==> src/rtl/bcd_seq_converter.sv <==
// -----------------------------------------------------------------------------
// bcd_seq_converter
//
// Sequential double-dabble binary-to-BCD converter. One add-3/shift step is
// performed per clock, so a WIDTH-bit value takes WIDTH cycles to convert.
// Input and output both use a valid/ready handshake. The last result (bcd, ovf)
// is held until the next conversion completes.
//
// Parameters:
//   WIDTH   binary input width in bits (>= 1)
//   DIGITS  number of BCD digits produced (>= 1)
//
// Ports:
//   clk        system clock, all state updates on the rising edge
//   rst        asynchronous, active-high reset
//   in_valid   binary input is valid
//   in_ready   converter can accept a new value (high only in IDLE)
//   binary     unsigned value to convert, sampled only at the accepting edge
//   out_valid  BCD result available (high only in HOLD)
//   out_ready  consumer accepts the result
//   bcd        result; digit k occupies bits [4k+3:4k], k = 0 is the ones digit
//   ovf        value does not fit in DIGITS decimal digits
//
// All outputs come straight from registers; there is no combinational path
// from any input to any output.
// -----------------------------------------------------------------------------
module bcd_seq_converter #(
  parameter int WIDTH  = 8,
  parameter int DIGITS = 3
) (
  input  logic                  clk,
  input  logic                  rst,
  input  logic                  in_valid,
  output logic                  in_ready,
  input  logic [WIDTH-1:0]      binary,
  output logic                  out_valid,
  input  logic                  out_ready,
  output logic [4*DIGITS-1:0]   bcd,
  output logic                  ovf
);

  localparam int CW = $clog2(WIDTH + 1);
  localparam int DW = 4 * DIGITS;

  typedef enum logic [1:0] {
    IDLE = 2'd0,
    CONV = 2'd1,
    HOLD = 2'd2
  } state_t;

  // Double-dabble correction for a single digit: values of 5 and above get +3
  // so that the following left shift carries into the next digit correctly.
  function automatic logic [3:0] add3(input logic [3:0] d);
    logic [3:0] r;
    if (d >= 4'd5) begin
      r = d + 4'd3;
    end else begin
      r = d;
    end
    return r;
  endfunction

  // Apply the correction to every digit independently (no carries between
  // digits; a corrected digit never exceeds 4'd12).
  function automatic logic [DW-1:0] adjust_digits(input logic [DW-1:0] d);
    logic [DW-1:0] r;
    r = '0;
    for (int k = 0; k < DIGITS; k++) begin
      r[4*k +: 4] = add3(d[4*k +: 4]);
    end
    return r;
  endfunction

  // Registered state
  state_t           state;
  logic [WIDTH-1:0] shift_reg;
  logic [DW-1:0]    digits;
  logic [CW-1:0]    count;
  logic             sticky;

  // Next-state values
  state_t           next_state;
  logic [WIDTH-1:0] next_shift;
  logic [DW-1:0]    next_digits;
  logic [CW-1:0]    next_count;
  logic             next_sticky;
  logic [DW-1:0]    next_bcd;
  logic             next_ovf;
  logic             next_in_ready;
  logic             next_out_valid;

  // One iteration of the datapath
  logic [DW-1:0]    adj_digits;
  logic [DW-1:0]    shifted_digits;
  logic [WIDTH-1:0] shifted_sr;
  logic             shift_out;

  // Combinational add-3 then shift of the {digits, shift_reg} chain.
  always_comb begin
    adj_digits     = adjust_digits(digits);
    // The MSB of the binary shift register enters bit 0 of the ones digit.
    shifted_digits = {adj_digits[DW-2:0], shift_reg[WIDTH-1]};
    shifted_sr     = shift_reg << 1;
    // Bit 3 of the corrected top digit leaves the chain: the value has grown
    // past what DIGITS digits can represent.
    shift_out      = adj_digits[DW-1];
  end

  // Next-state and next-output logic for the IDLE/CONV/HOLD controller.
  always_comb begin
    next_state  = state;
    next_shift  = shift_reg;
    next_digits = digits;
    next_count  = count;
    next_sticky = sticky;
    next_bcd    = bcd;
    next_ovf    = ovf;

    case (state)
      IDLE: begin
        if (in_valid) begin
          next_shift  = binary;
          next_digits = '0;
          next_sticky = 1'b0;
          next_count  = CW'(WIDTH);
          next_state  = CONV;
        end else begin
          next_state  = IDLE;
        end
      end

      CONV: begin
        next_shift  = shifted_sr;
        next_digits = shifted_digits;
        next_sticky = sticky | shift_out;
        next_count  = count - CW'(1);
        // The last shift is this cycle; publish the result including it.
        // A count of zero cannot occur in CONV but is treated as done as well.
        if (count <= CW'(1)) begin
          next_bcd   = shifted_digits;
          next_ovf   = sticky | shift_out;
          next_state = HOLD;
        end else begin
          next_state = CONV;
        end
      end

      HOLD: begin
        // in_valid is deliberately ignored here; a new value is only taken
        // once the result has been handed off and the FSM is back in IDLE.
        if (out_ready) begin
          next_state = IDLE;
        end else begin
          next_state = HOLD;
        end
      end

      default: begin
        next_state = IDLE;
      end
    endcase

    // Handshake outputs are registered from the next state so they line up
    // with the state register without any input-to-output path.
    next_in_ready  = (next_state == IDLE);
    next_out_valid = (next_state == HOLD);
  end

  // Controller state register.
  always_ff @(posedge clk or posedge rst) begin
    if (rst) begin
      state <= IDLE;
    end else begin
      state <= next_state;
    end
  end

  // Working datapath registers: binary shift register, digits, count, sticky.
  always_ff @(posedge clk or posedge rst) begin
    if (rst) begin
      shift_reg <= '0;
      digits    <= '0;
      count     <= '0;
      sticky    <= 1'b0;
    end else begin
      shift_reg <= next_shift;
      digits    <= next_digits;
      count     <= next_count;
      sticky    <= next_sticky;
    end
  end

  // Result and handshake output registers.
  always_ff @(posedge clk or posedge rst) begin
    if (rst) begin
      bcd       <= '0;
      ovf       <= 1'b0;
      in_ready  <= 1'b1;
      out_valid <= 1'b0;
    end else begin
      bcd       <= next_bcd;
      ovf       <= next_ovf;
      in_ready  <= next_in_ready;
      out_valid <= next_out_valid;
    end
  end

endmodule
==> config.mk <==
export PLATFORM = sky130hd
export DESIGN_NAME = bcd_seq_converter
export DESIGN_NICKNAME = d
export VERILOG_FILES = /design/src/rtl/bcd_seq_converter.sv
export SDC_FILE = /design/constraint.sdc
export NUM_CORES = 1
export LEC_CHECK = 0
export ABC_AREA = 1
export BUFFER_PORTS_ARGS = -buffer_cell sky130_fd_sc_hd__buf_2
export CAP_MARGIN = 0
export CORE_AREA = 2 2 80 82
export CTS_BUF_LIST = sky130_fd_sc_hd__clkbuf_4 sky130_fd_sc_hd__clkbuf_8
export CTS_CLUSTER_DIAMETER = 30
export DETAILED_ROUTE_END_ITERATION = 7
export DIE_AREA = 0 0 82 84
export GPL_TIMING_DRIVEN = 1
export REMOVE_ABC_BUFFERS = 1
export SLEW_MARGIN = 20
export SYNTH_ARGS = -nofsm -noshare
export SYNTH_HDL_FRONTEND = slang
export SYNTH_SLANG_ARGS = --single-unit
==> constraint.sdc <==
create_clock -name clk -period 1.4 [get_ports clk]
set_clock_uncertainty 0.15 [all_clocks]
set_input_delay 0.07 -clock clk [delete_from_list [all_inputs] [get_ports clk]]
set_output_delay 0.07 -clock clk [all_outputs]
set_load 0.1 [all_outputs]
Word level (Yosys, flattened, before mapping)
Cells that the tools add are included.

storage, ports and cells
  output and inout port bits = 15
  register bits = 42
  logic and storage cells = 42

cells by class
  magnitude comparators = 4
  $add $sub $neg = 4
  reductions and logical operators = 5
  equal/unequal tests = 4
  multiplexer cells = 15
  bitwise logic cells = 1

operator list
  cell                                                 number
  one-hot mux 12 bit (2 select lines)                  1
  2-to-1 mux 4 bit                                     4
  one-hot mux 8 bit (2 select lines)                   1
  adder 4 x 2 -> 4 bit, second input constant          3
  >= comparator 4 x 3 -> 1 bit, second input constant  3
  2-to-1 mux 12 bit                                    1
  2-to-1 mux 8 bit                                     1
  one-hot mux 4 bit (2 select lines)                   1
  one-hot mux 2 bit (3 select lines)                   1
  equality test 2 bit, second input constant           2
  <= comparator 4 x 1 -> 1 bit, second input constant  1
  zero test 2 bit                                      2
  2-to-1 mux 2 bit                                     2
  AND reduction 2 bit                                  2
  subtractor 4 x 1 -> 4 bit, second input constant     1
  equality test 2 x 1 -> 1 bit, second input constant  1
  2-to-1 mux 1 bit                                     2
  inequality test 2 bit, second input constant         1
  one-hot mux 1 bit (2 select lines)                   1
  nonzero test 2 bit                                   1
  bitwise OR 1 bit                                     1

Logic depth before layout (Yosys ltp)
Gate-level depths: netlist (run 1).

  depth in word-level cells = 4
  mapped depth = 9
  depth with buffers taken out = 9

Worst setup path after synthesis (run 1)
No wires, ideal clock.

  path type = register -> register
  start point = register digits[4]
  end point = register digits[8]
  arrival time = 1.182 ns
  required time = 1.124 ns
  path buffers = 0
  library setup time = 0.126 ns
  clock period less this slack = 1.458 ns
  path slack = -0.058 ns
  cell stages (with the launch flop) = 8
  cells stage by stage = dfrtp_1 inv_1 ha_1 inv_1 o21ai_0 o21ai_0 nand2_1 o21ai_0

between the ends
  cells in the longest elaborated chain, start to end = 3
  elaborated cells on any way between the ends = 4

ends and longest elaborated chain
  element                                                                      line    RTL
  start, declared                                                              77      logic [DW-1:0] digits;
  start signal, assigned                                                       187     digits <= next_digits;
  adder 4 x 2 -> 4 bit / >= comparator 4 x 3 -> 1 bit (equally long branches)  56, 55
  2-to-1 mux 4 bit (*)                                                         55      if (d >= 4'd5) begin
  one-hot mux 12 bit (2 select lines) (*)                                      119     case (state)

Every way passes the cells marked *; elsewhere a longest branch is shown, timed or not.
A chain may end at the register's enable or synchronous reset.

Final worst setup path (run 1)
  start point = register count[1]
  end point = register bcd[0]

between the ends
  cells in the longest elaborated chain, start to end = 2

ends and longest elaborated chain
  element                        line  RTL
  start, declared                78    logic [CW-1:0] count;
  start signal, assigned         188   count <= next_count;
  <= comparator 4 x 1 -> 1 bit   139   if (count <= CW'(1)) begin
  AND reduction 2 bit (no line)  n/a
  end signal, assigned           201   bcd <= next_bcd;
  end, declared                  38    output logic [4*DIGITS-1:0] bcd,

No other way between the ends.

==> results of run 1 <==
[synth_stat cells]
library cell	count	area (µm²)
a21oi_1	5	25.02
buf_2	2	10.01
buf_4	1	7.510
buf_6	2	22.52
clkinv_2	1	5.000
dfrtp_1	41	1026
dfstp_2	1	26.28
ha_1	8	100.1
inv_1	33	123.9
inv_6	1	8.760
nand2_1	75	281.5
nand2_2	1	6.260
nand2_4	1	11.26
nand3_1	25	125.1
nand3_4	1	17.52
nor2_1	3	11.26
nor3_1	1	5.000
o211ai_1	8	60.06
o21ai_0	27	135.1
o22ai_1	4	25.02
o31ai_1	2	15.01
[logic make-up after synthesis]
kind of cell	after synthesis
adder cells (fa/ha/maj)	8
AO/OA/AOI/OAI	46
flip-flops	42
buffers and inverters	40
AND/OR/NAND/NOR	107
[per-layer routing]
metal / part of all wire [%] / global-route usage (%) / up-vias
li1: - / - / 938
met1: 43 / 18.77 / 920
met2: 51 / 24.69 / 47
met3: 3.8 / 4.221 / 9
met4: 1.7 / 5.152 / 0
met5: 0 / 0 / -
[worst min path at each step]
stage / start / to / slack (ns) / cells after the start
3_3_place_gp: rst / shift_reg[5]$_DFFE_PP0P_ / -0.002 / 3
5_1_grt: in_valid / sticky$_DFFE_PP0P_ / 0.05 / 4
4_1_cts: in_valid / sticky$_DFFE_PP0P_ / 0.02 / 4
6_report: in_valid / count[3]$_DFFE_PP0P_ / 0.05 / 5
3_5_place_dp: rst / shift_reg[3]$_DFFE_PP0P_ / -0.004 / 3
2_1_floorplan: out_ready / out_valid$_DFF_PP0_ / 0.006 / 1
[critical path, delay by kind of cell, from the launching register on]
kind / cells / cell delay, ns
AND/OR/NAND/NOR: 3 / 0.27
buffers and inverters: 3 / 0.33
flip-flops: 1 / 0.39
AO/OA/AOI/OAI: 1 / 0.07
adder cells (fa/ha/maj): 1 / 0.14
[area by class of cell]
cell class	instances	area, µm²	share of cell area (%)
multi-input combinational	161	1042	34.85
tap	77	96.34	3.222
inverter	35	147.6	4.937
sequential	42	1054	35.23
clock buffer	7	83.83	2.803
timing repair buffer	70	561.8	18.79
timing repair inverter	1	5.005	0.1674
[per-stage QoR]
stage / utilization (%) / TNS (ns) / cell area, µm² / setup slack [ns]
final: 49.06 / -0.6040 / 2990 / -0.05032
after global routing: 49.06 / -2.705 / 2990 / -0.1511
after CTS: 45.67 / -0.1857 / 2784 / -0.03823
after detailed placement: 40.39 / -3.121 / 2462 / -0.1940
after global placement: 40.39 / -2.813 / 2462 / -0.1908
after floorplan: - / -0.9969 / 2008 / -0.06918
[timing repair]
item | CTS | global route
resized for setup | 41 | 44
pin swaps | 9 | 15
hold buffers | 10 | 0
endpoints found under the setup margin | 30 | 37
setup buffers | 3 | 5
gates cloned | 1 | 1
endpoints found under the hold margin | 53 | 0
==> out/metrics.yaml, run 1 <==
status:
  status: "finished with violations"
  violations: "negative setup slack"
placement:
  place_congestion: 0.8154
  io_buffer_count: 26
  dpl.hpwl_um: 3060
  dp_cells: 366
global_route:
  antenna_found_initial: 0
  grt_pass1_wl_um: 7976
  grt_max_degree: 43
  grt_use_total_pct: 15.07
  grt_overflow: 0
  grt_pass1_vias: 1742
final_layout:
  stdcell_count: 393
  fillCellCount: 564
  antennaDiodeCount: 0
  drive_gt1_share_pct: 41.14
  final_common_cell: "nand2_1"
  fin_nets: 336
  syn2layout_area_growth_pct: 46.00
  final_cell_mix: "61 x nand2_1, 40 x dfrtp_1, 27 x buf_4, 25 x buf_2, 19 x inv_1"
synth:
  synth_fa_ha_area_share_pct: 4.887
  synthDistinctLibCells: 21
  synthCells: 243
  syn_area_um2: 2048
  yosys_warnings: 0
  synth_area_per_cell_um2: 8.429
  muxShareOfSynthArea_pct: 0
  yosysSeqAreaShare_pct: 51.37
  synth_top_family_by_area: "simple AND/OR/NAND/NOR gates"
  synthXorXnorAreaFrac_pct: 0
  synth-simple-area-share_pct: 22.36
  synth_compound_area_share_pct: 12.71
  synth-seq-cells: 42
die:
  die_width_um: 82
  chipHeight_um: 84
  design.die.area_um2: 6888
  core-area_um2: 6096
  start_util_pct: 33.60
  ioPinCount: 27
  floorplan.rows: 29
clocking:
  cts-root-buf: "clkbuf_8"
  clkSinkCount: 42
  clk_pin_slew_ns: 0.08
  clockBufferDepth: 2
  cts_buffers: 5
  cts_tree: "done"
  worst_skew_pair.late_latency_ns: 0.29
  htreeDepth: 2
sta:
  rsz0062_at_grt: "yes"
  hold_viol: 0
  fin_crit_ns: 1.450
  finalMaxSlewViolations: 0
  hold-worst-slack_ns: 0.05012
  worst_pin_slew_ns: 0.4932
  finalSetupViolCount: 21
  fin_ws_ns: -0.05032
  fmax_mhz: 689.5
  slew_headroom_pct: 67.35
  fin_crit_sh_pct: 103.6
worst_setup_path:
  cpPeakStageDelay_ns: 0.39
  worstSetupPathType: "reg2reg"
  ff2ff_setup_slack_ns: -0.05
  ff2ff_path_depth: 8
  critPathLaunch: "count[1]$_DFFE_PP0P_"
  r2r_end: "bcd[0]$_DFFE_PP0P_"
  crit_chain: "inv_2 > ha_1 > inv_1 > nand2_4 > nand3_4 > buf_6 > nand2_1 > o21ai_0"
  crit_path_end: "bcd[0]$_DFFE_PP0P_"
  crit_arrival_ns: 1.48
  critPathMaxFanout: 7
  cp-start-kind: "flop"
  required_ns: 1.43
  r2r_start: "count[1]$_DFFE_PP0P_"
  cpMaxStageDelayCell: "dfrtp_1"
  critPathCaptureType: "flop"
drt:
  drt_pass1_iterations: 4
  wl_per_cell_um: 12.96
  drt-initial-drc-count: 104
  vias_per_cell: 4.870
  drcViolationCount: 0
  ant_nets: 0
  vias: 1914
  finalWirelength_um: 5092
flow_run:
  timing.max_cap.violations: 0
worst_hold_path:
  hp-class: "in2reg"
Power of run 1 is left out: the tool's default activity adds up to more than one toggle a clock period on the data nets, which glitch-free logic cannot reach.
==> run 2: changes to the inputs <==
Settings changed: BUFFER_PORTS_ARGS -buffer_cell sky130_fd_sc_hd__buf_2 to default, CORE_AREA 2 2 80 82 to 2 2 68 70, DIE_AREA 0 0 82 84 to 0 0 70 72, DONT_BUFFER_PORTS from default to 1.
==> run 2 against run 1 <==
The flow still finishes with violations (negative setup slack). Routed wire length is 2.5% higher. Via count is 0.10% lower. Fmax is 4.7% lower. First-iteration DRC count is 15% lower. Clock-buffer cell count is 1 lower. Utilization is 26 points higher. Sequential cell count stayed put. Cell area is 7.3% higher. Critical path depth stayed put. Hold slack better by 0.059 ns. Critical endpoint is now bcd[3]$_DFFE_PP0P_. Largest cell class is now multi-input combinational cells.
==> out/metrics.yaml, run 2 (same netlist as run 1, synthesis figures left out) <==
drt:
  vias_per_cell: 5.182  # +6.4%
  drt_pass1_iterations: 4  # unchanged
  wl_per_cell_um: 14.14  # +9.1%
  drt-initial-drc-count: 88  # -15%
  ant_nets: 0  # unchanged
  vias: 1912  # -0.10%
  drcViolationCount: 0  # unchanged
  finalWirelength_um: 5218  # +2.5%
clocking:
  clk_pin_slew_ns: 0.08  # about the same
  cts_buffers: 5  # unchanged
  clkSinkCount: 42  # unchanged
  clockBufferDepth: 2  # unchanged
  cts-root-buf: "clkbuf_8"
  worst_skew_pair.late_latency_ns: 0.30  # about the same
  cts_tree: "done"
  htreeDepth: 2  # unchanged
die:
  floorplan.rows: 24  # -17%
  start_util_pct: 48.03  # +14 points
  die_width_um: 70  # -15%
  design.die.area_um2: 5040  # -27%
  core-area_um2: 4264  # -30%
  ioPinCount: 27  # unchanged
  chipHeight_um: 72  # -14%
sta:
  rsz0062_at_grt: "yes"
  fin_crit_ns: 1.522  # +0.07158 ns
  fmax_mhz: 657.1  # -4.7%
  fin_crit_sh_pct: 108.7  # +5.1 points
  slew_headroom_pct: 79.73  # +12 points
  hold_viol: 0  # unchanged
  worst_pin_slew_ns: 0.3041  # -0.1891 ns
  finalMaxSlewViolations: 0  # unchanged
  fin_ws_ns: -0.1219  # -0.07158 ns
  finalSetupViolCount: 21  # unchanged
global_route:
  grt_pass1_vias: 1854  # +6.4%
  grt_overflow: 0  # unchanged
  antenna_found_initial: 0  # unchanged
  grt_pass1_wl_um: 7955  # -0.26%
  grt_use_total_pct: 19.90  # +4.8 points
  grt_max_degree: 43  # unchanged
worst_setup_path:
  ff2ff_path_depth: 8  # unchanged
  worstSetupPathType: "reg2reg"
  cp-start-kind: "flop"
  r2r_end: "bcd[3]$_DFFE_PP0P_"
  cpPeakStageDelay_ns: 0.44  # +0.05 ns
  cpMaxStageDelayCell: "dfrtp_2"
  critPathMaxFanout: 5  # -2
  ff2ff_setup_slack_ns: -0.12  # -0.07 ns
  crit_chain: "inv_2 > ha_4 > inv_4 > nand2_4 > nand3_4 > clkbuf_16 > nand2_1 > o21ai_1"
  critPathCaptureType: "flop"
  required_ns: 1.44  # about the same
  crit_arrival_ns: 1.57  # +0.09 ns
  r2r_start: "count[0]$_DFFE_PP0P_"
placement:
  dp_cells: 333  # -9.0%
  place_congestion: 0.8121  # -0.40%
  io_buffer_count: 0  # -100%
  dpl.hpwl_um: 2926  # -4.4%
final_layout:
  fillCellCount: 308  # -45%
  drive_gt1_share_pct: 46.37  # +5.2 points
  multi_input_area_um2: 1136  # +9.0%
  stdcell_count: 369  # -6.1%
  syn2layout_area_growth_pct: 56.69
  fin_nets: 336  # unchanged
  antennaDiodeCount: 0  # unchanged
  final_cell_mix: "51 x buf_4, 48 x nand2_1, 39 x dfrtp_1, 22 x nand2_2, 19 x inv_1"
  final_common_cell: "buf_4"
  ff_latch_area_um2: 1055  # +0.12%
status:
  status: "finished with violations"
  violations: "negative setup slack"
worst_hold_path:
  hp-class: "in2async"
flow_run:
  timing.max_cap.violations: 0  # unchanged
[run 2: cell count changes in the layout (fill, tap and decap cells not counted), sizes merged]
cell,before,now
inv,33,35
bufinv,0,2
clkinvlp,1,0
dlygate4sd3,10,11
buf,59,58
clkinv,2,0
[run 2: worst max path at each step]
stage / to / startpoint / cells after the start / slack, ns
after floorplan: bcd[9]$_DFFE_PP0P_ / count[0]$_DFFE_PP0P_ / 8 / -0.07
after global placement: bcd[1]$_DFFE_PP0P_ / digits[0]$_DFFE_PP0P_ / 8 / -0.15
after detailed placement: bcd[1]$_DFFE_PP0P_ / digits[0]$_DFFE_PP0P_ / 8 / -0.19
after CTS: in_ready$_DFF_PP1_ / count[0]$_DFFE_PP0P_ / 8 / -0.07
after global routing: bcd[6]$_DFFE_PP0P_ / count[0]$_DFFE_PP0P_ / 8 / -0.20
final: bcd[3]$_DFFE_PP0P_ / count[0]$_DFFE_PP0P_ / 8 / -0.12
[run 2: routing by layer]
layer / wire length [µm] / vias up / GRT usage (%)
met5: 0 / - / 0
met4: 157 / 0 / 7.692
met3: 177 / 13 / 5.139
met2: 2596 / 34 / 34.29
met1: 2286 / 929 / 24.18
li1: - / 936 / -
[run 2: repair_timing]
item / 4_1_cts / 5_1_grt
pin swaps: 13 / 39
hold buffers: 11 / 0
gates resized for setup: 41 / 78
setup buffers: 6 / 9
hold endpoints to repair: 56 / 0
setup endpoints to repair: 30 / 40
gates cloned: 0 / 3
[run 2: final cells by class]
cell class                 count  area share [%]
inverter                      35           4.795
timing repair buffer          71           20.47
sequential                    42           32.87
clock buffer                   6           2.573
clock inverter                 2           1.871
multi-input combinational    161           35.40
tap                           52           2.027
[run 2: per-stage QoR]
stage                     setup slack, ns  TNS [ns]  instance area (µm²)  hold slack, ns  util [%]
after detailed placement          -0.1886    -3.454                 2434         -0.1066     57.07
after floorplan                  -0.06918   -0.9969                 2008        0.006266         -
after global routing              -0.2003    -3.585                 3209          0.1358     75.26
after CTS                        -0.07069   -0.6071                 2853          0.1139     66.90
after global placement            -0.1540    -2.501                 2434         -0.1074     57.07
final                             -0.1219    -1.558                 3209          0.1093     75.26
[run 2: critical path, delay by kind of cell, from the launching register on]
| family | cells | cell delay [ns] |
|---|---|---|
| AOI/OAI and AO/OA | 1 | 0.05 |
| adders and majority gates | 1 | 0.15 |
| buffers and inverters | 3 | 0.35 |
| DFF | 1 | 0.44 |
| and+or+nand+nor | 3 | 0.28 |
Power of run 2 is left out for the same reason.
==> run 3: changes to the inputs <==
Settings changed: HOLD_SLACK_MARGIN from default to 0.12.
==> run 3 against run 2 <==
The run still ends with negative setup slack left. Fmax up 0.12%. Routed wire length down 1.3%. Critical path type unchanged. Register-to-register slack about the same. Global-route usage about the same.
==> out/metrics.yaml, run 3 (same netlist as run 1, synthesis figures left out) <==
status:
  status: "finished with violations"
  violations: "negative setup slack"
worst_setup_path:
  cpMaxStageDelayCell: "dfrtp_2"
  r2r_end: "bcd[3]$_DFFE_PP0P_"
  cpPeakStageDelay_ns: 0.44  # about the same
  critPathMaxFanout: 5  # unchanged
  ff2ff_setup_slack_ns: -0.12  # about the same
  required_ns: 1.44  # about the same
  crit_arrival_ns: 1.56  # about the same
  critPathCaptureType: "flop"
  worstSetupPathType: "reg2reg"
  crit_chain: "inv_2 > ha_4 > inv_4 > nand2_4 > nand3_4 > clkbuf_16 > nand2_1 > o21ai_1"
  cp-start-kind: "flop"
  r2r_start: "count[0]$_DFFE_PP0P_"
  ff2ff_path_depth: 8  # unchanged
worst_hold_path:
  min_from: "binary[0]"
  holdPathStages: 3
  holdPathEnd: "shift_reg[0]$_DFFE_PP0P_"
  hp-class: "in2reg"
clocking:
  cts_tree: "done"
  cts_buffers: 5  # unchanged
  htreeDepth: 2  # unchanged
  cts-root-buf: "clkbuf_8"
  clockBufferDepth: 2  # unchanged
  worst_skew_pair.late_latency_ns: 0.30  # about the same
  clk_pin_slew_ns: 0.08  # about the same
  clkSinkCount: 42  # unchanged
drt:
  drt-initial-drc-count: 100  # +14%
  vias: 1889  # -1.2%
  wl_per_cell_um: 14.00  # -1.0%
  drcViolationCount: 0  # unchanged
  vias_per_cell: 5.133  # -0.93%
  drt_pass1_iterations: 4  # unchanged
  finalWirelength_um: 5151  # -1.3%
  ant_nets: 0  # unchanged
final_layout:
  final_cell_mix: "49 x buf_4, 48 x nand2_1, 39 x dfrtp_1, 22 x nand2_2, 19 x inv_1"
  stdcell_count: 368  # -0.27%
  drive_gt1_share_pct: 45.89  # -0.49 points
  fin_area_um2: 3204  # -0.16%
  fin_nets: 335  # -0.30%
  antennaDiodeCount: 0  # unchanged
  fillCellCount: 304  # -1.3%
  final_common_cell: "buf_4"
  syn2layout_area_growth_pct: 56.44
die:
  core-area_um2: 4264  # unchanged
  floorplan.rows: 24  # unchanged
  start_util_pct: 48.03  # unchanged
  design.die.area_um2: 5040  # unchanged
  ioPinCount: 27  # unchanged
  die_width_um: 70  # unchanged
  chipHeight_um: 72  # unchanged
global_route:
  grt_pass1_wl_um: 7983  # +0.35%
  grt_overflow: 0  # unchanged
  grt_max_degree: 43  # unchanged
  antenna_found_initial: 0  # unchanged
  grt_use_total_pct: 19.93  # +0.030 points
  grt_pass1_vias: 1868  # +0.76%
placement:
  place_congestion: 0.8121  # unchanged
  dpl.hpwl_um: 2926  # unchanged
  post_dp_cell_area_um2: 2434  # unchanged
  io_buffer_count: 0  # unchanged
  dp_cells: 333  # unchanged
  dp_slack_ns: -0.1886  # unchanged
sta:
  fin_ws_ns: -0.1201  # +0.001829 ns
  fin_crit_ns: 1.520  # -0.001829 ns
  tns_ns: -1.583  # -0.02496 ns
  finalSetupViolCount: 21  # unchanged
  hold_viol: 0  # unchanged
  worst_pin_slew_ns: 0.2944  # -0.009727 ns
  fin_crit_sh_pct: 108.6  # -0.13 points
  slew_headroom_pct: 80.17  # +0.44 points
  finalMaxSlewViolations: 0  # unchanged
  rsz0062_at_grt: "yes"
  fmax_mhz: 657.9  # +0.12%
flow_run:
  timing.max_cap.violations: 0  # unchanged
-- run 3: cell count changes in the layout (fill, tap and decap cells not counted), sizes merged --
| cell | previous run | this run |
|---|---|---|
| dlygate4sd3 | 11 | 12 |
| buf | 58 | 56 |
-- run 3: what timing repair did --
item	CTS	global route
gates cloned	0	3
gates resized for setup	41	79
setup endpoints to repair	30	40
pin swaps	13	39
setup buffers	6	7
hold buffers	12	0
endpoints found under the hold margin	63	0
-- run 3: final cells by class --
type                    instances  area [µm²]  share of cell area, %
well taps                      52       65.06                  2.030
inverters                      35       153.9                  4.803
clock buffers                   6       82.58                  2.577
clock inverters                 2       60.06                  1.874
multi-input cells             161        1136                  35.45
repair buffers                 70       651.9                  20.34
flip-flops and latches         42        1055                  32.92
-- run 3: metrics by stage --
stage               util [%]  hold slack [ns]
floorplan                  -         0.006266
global placement       57.07          -0.1074
detailed placement     57.07          -0.1066
CTS                    67.14           0.2944
global route           75.15           0.3433
finish                 75.15           0.3159
-- run 3: critical path: cells and delay by family (launching register included) --
family	cells	cell delay (ns)
AO/OA/AOI/OAI	1	0.05
adder cells (fa/ha/maj)	1	0.15
buffers and inverters	3	0.35
flip-flops	1	0.44
AND/OR/NAND/NOR	3	0.28
-- run 3: worst max path at each step --
stage | from | end | slack, ns | cells past startpoint
6_report | count[0]$_DFFE_PP0P_ | bcd[3]$_DFFE_PP0P_ | -0.12 | 8
4_1_cts | count[0]$_DFFE_PP0P_ | in_ready$_DFF_PP1_ | -0.07 | 8
3_3_place_gp | digits[0]$_DFFE_PP0P_ | bcd[1]$_DFFE_PP0P_ | -0.15 | 8
5_1_grt | count[0]$_DFFE_PP0P_ | bcd[6]$_DFFE_PP0P_ | -0.20 | 8
3_5_place_dp | digits[0]$_DFFE_PP0P_ | bcd[1]$_DFFE_PP0P_ | -0.19 | 8
2_1_floorplan | count[0]$_DFFE_PP0P_ | bcd[9]$_DFFE_PP0P_ | -0.07 | 8
-- run 3: layer usage --
layer	vias to the layer above	routed length, µm	GRT usage [%]
met2	33	2609	34.50
li1	934	-	-
met1	911	2231	24.09
met5	-	0	0
met3	11	170	5.139
met4	0	140	7.692
Power of run 3 is left out for the same reason.
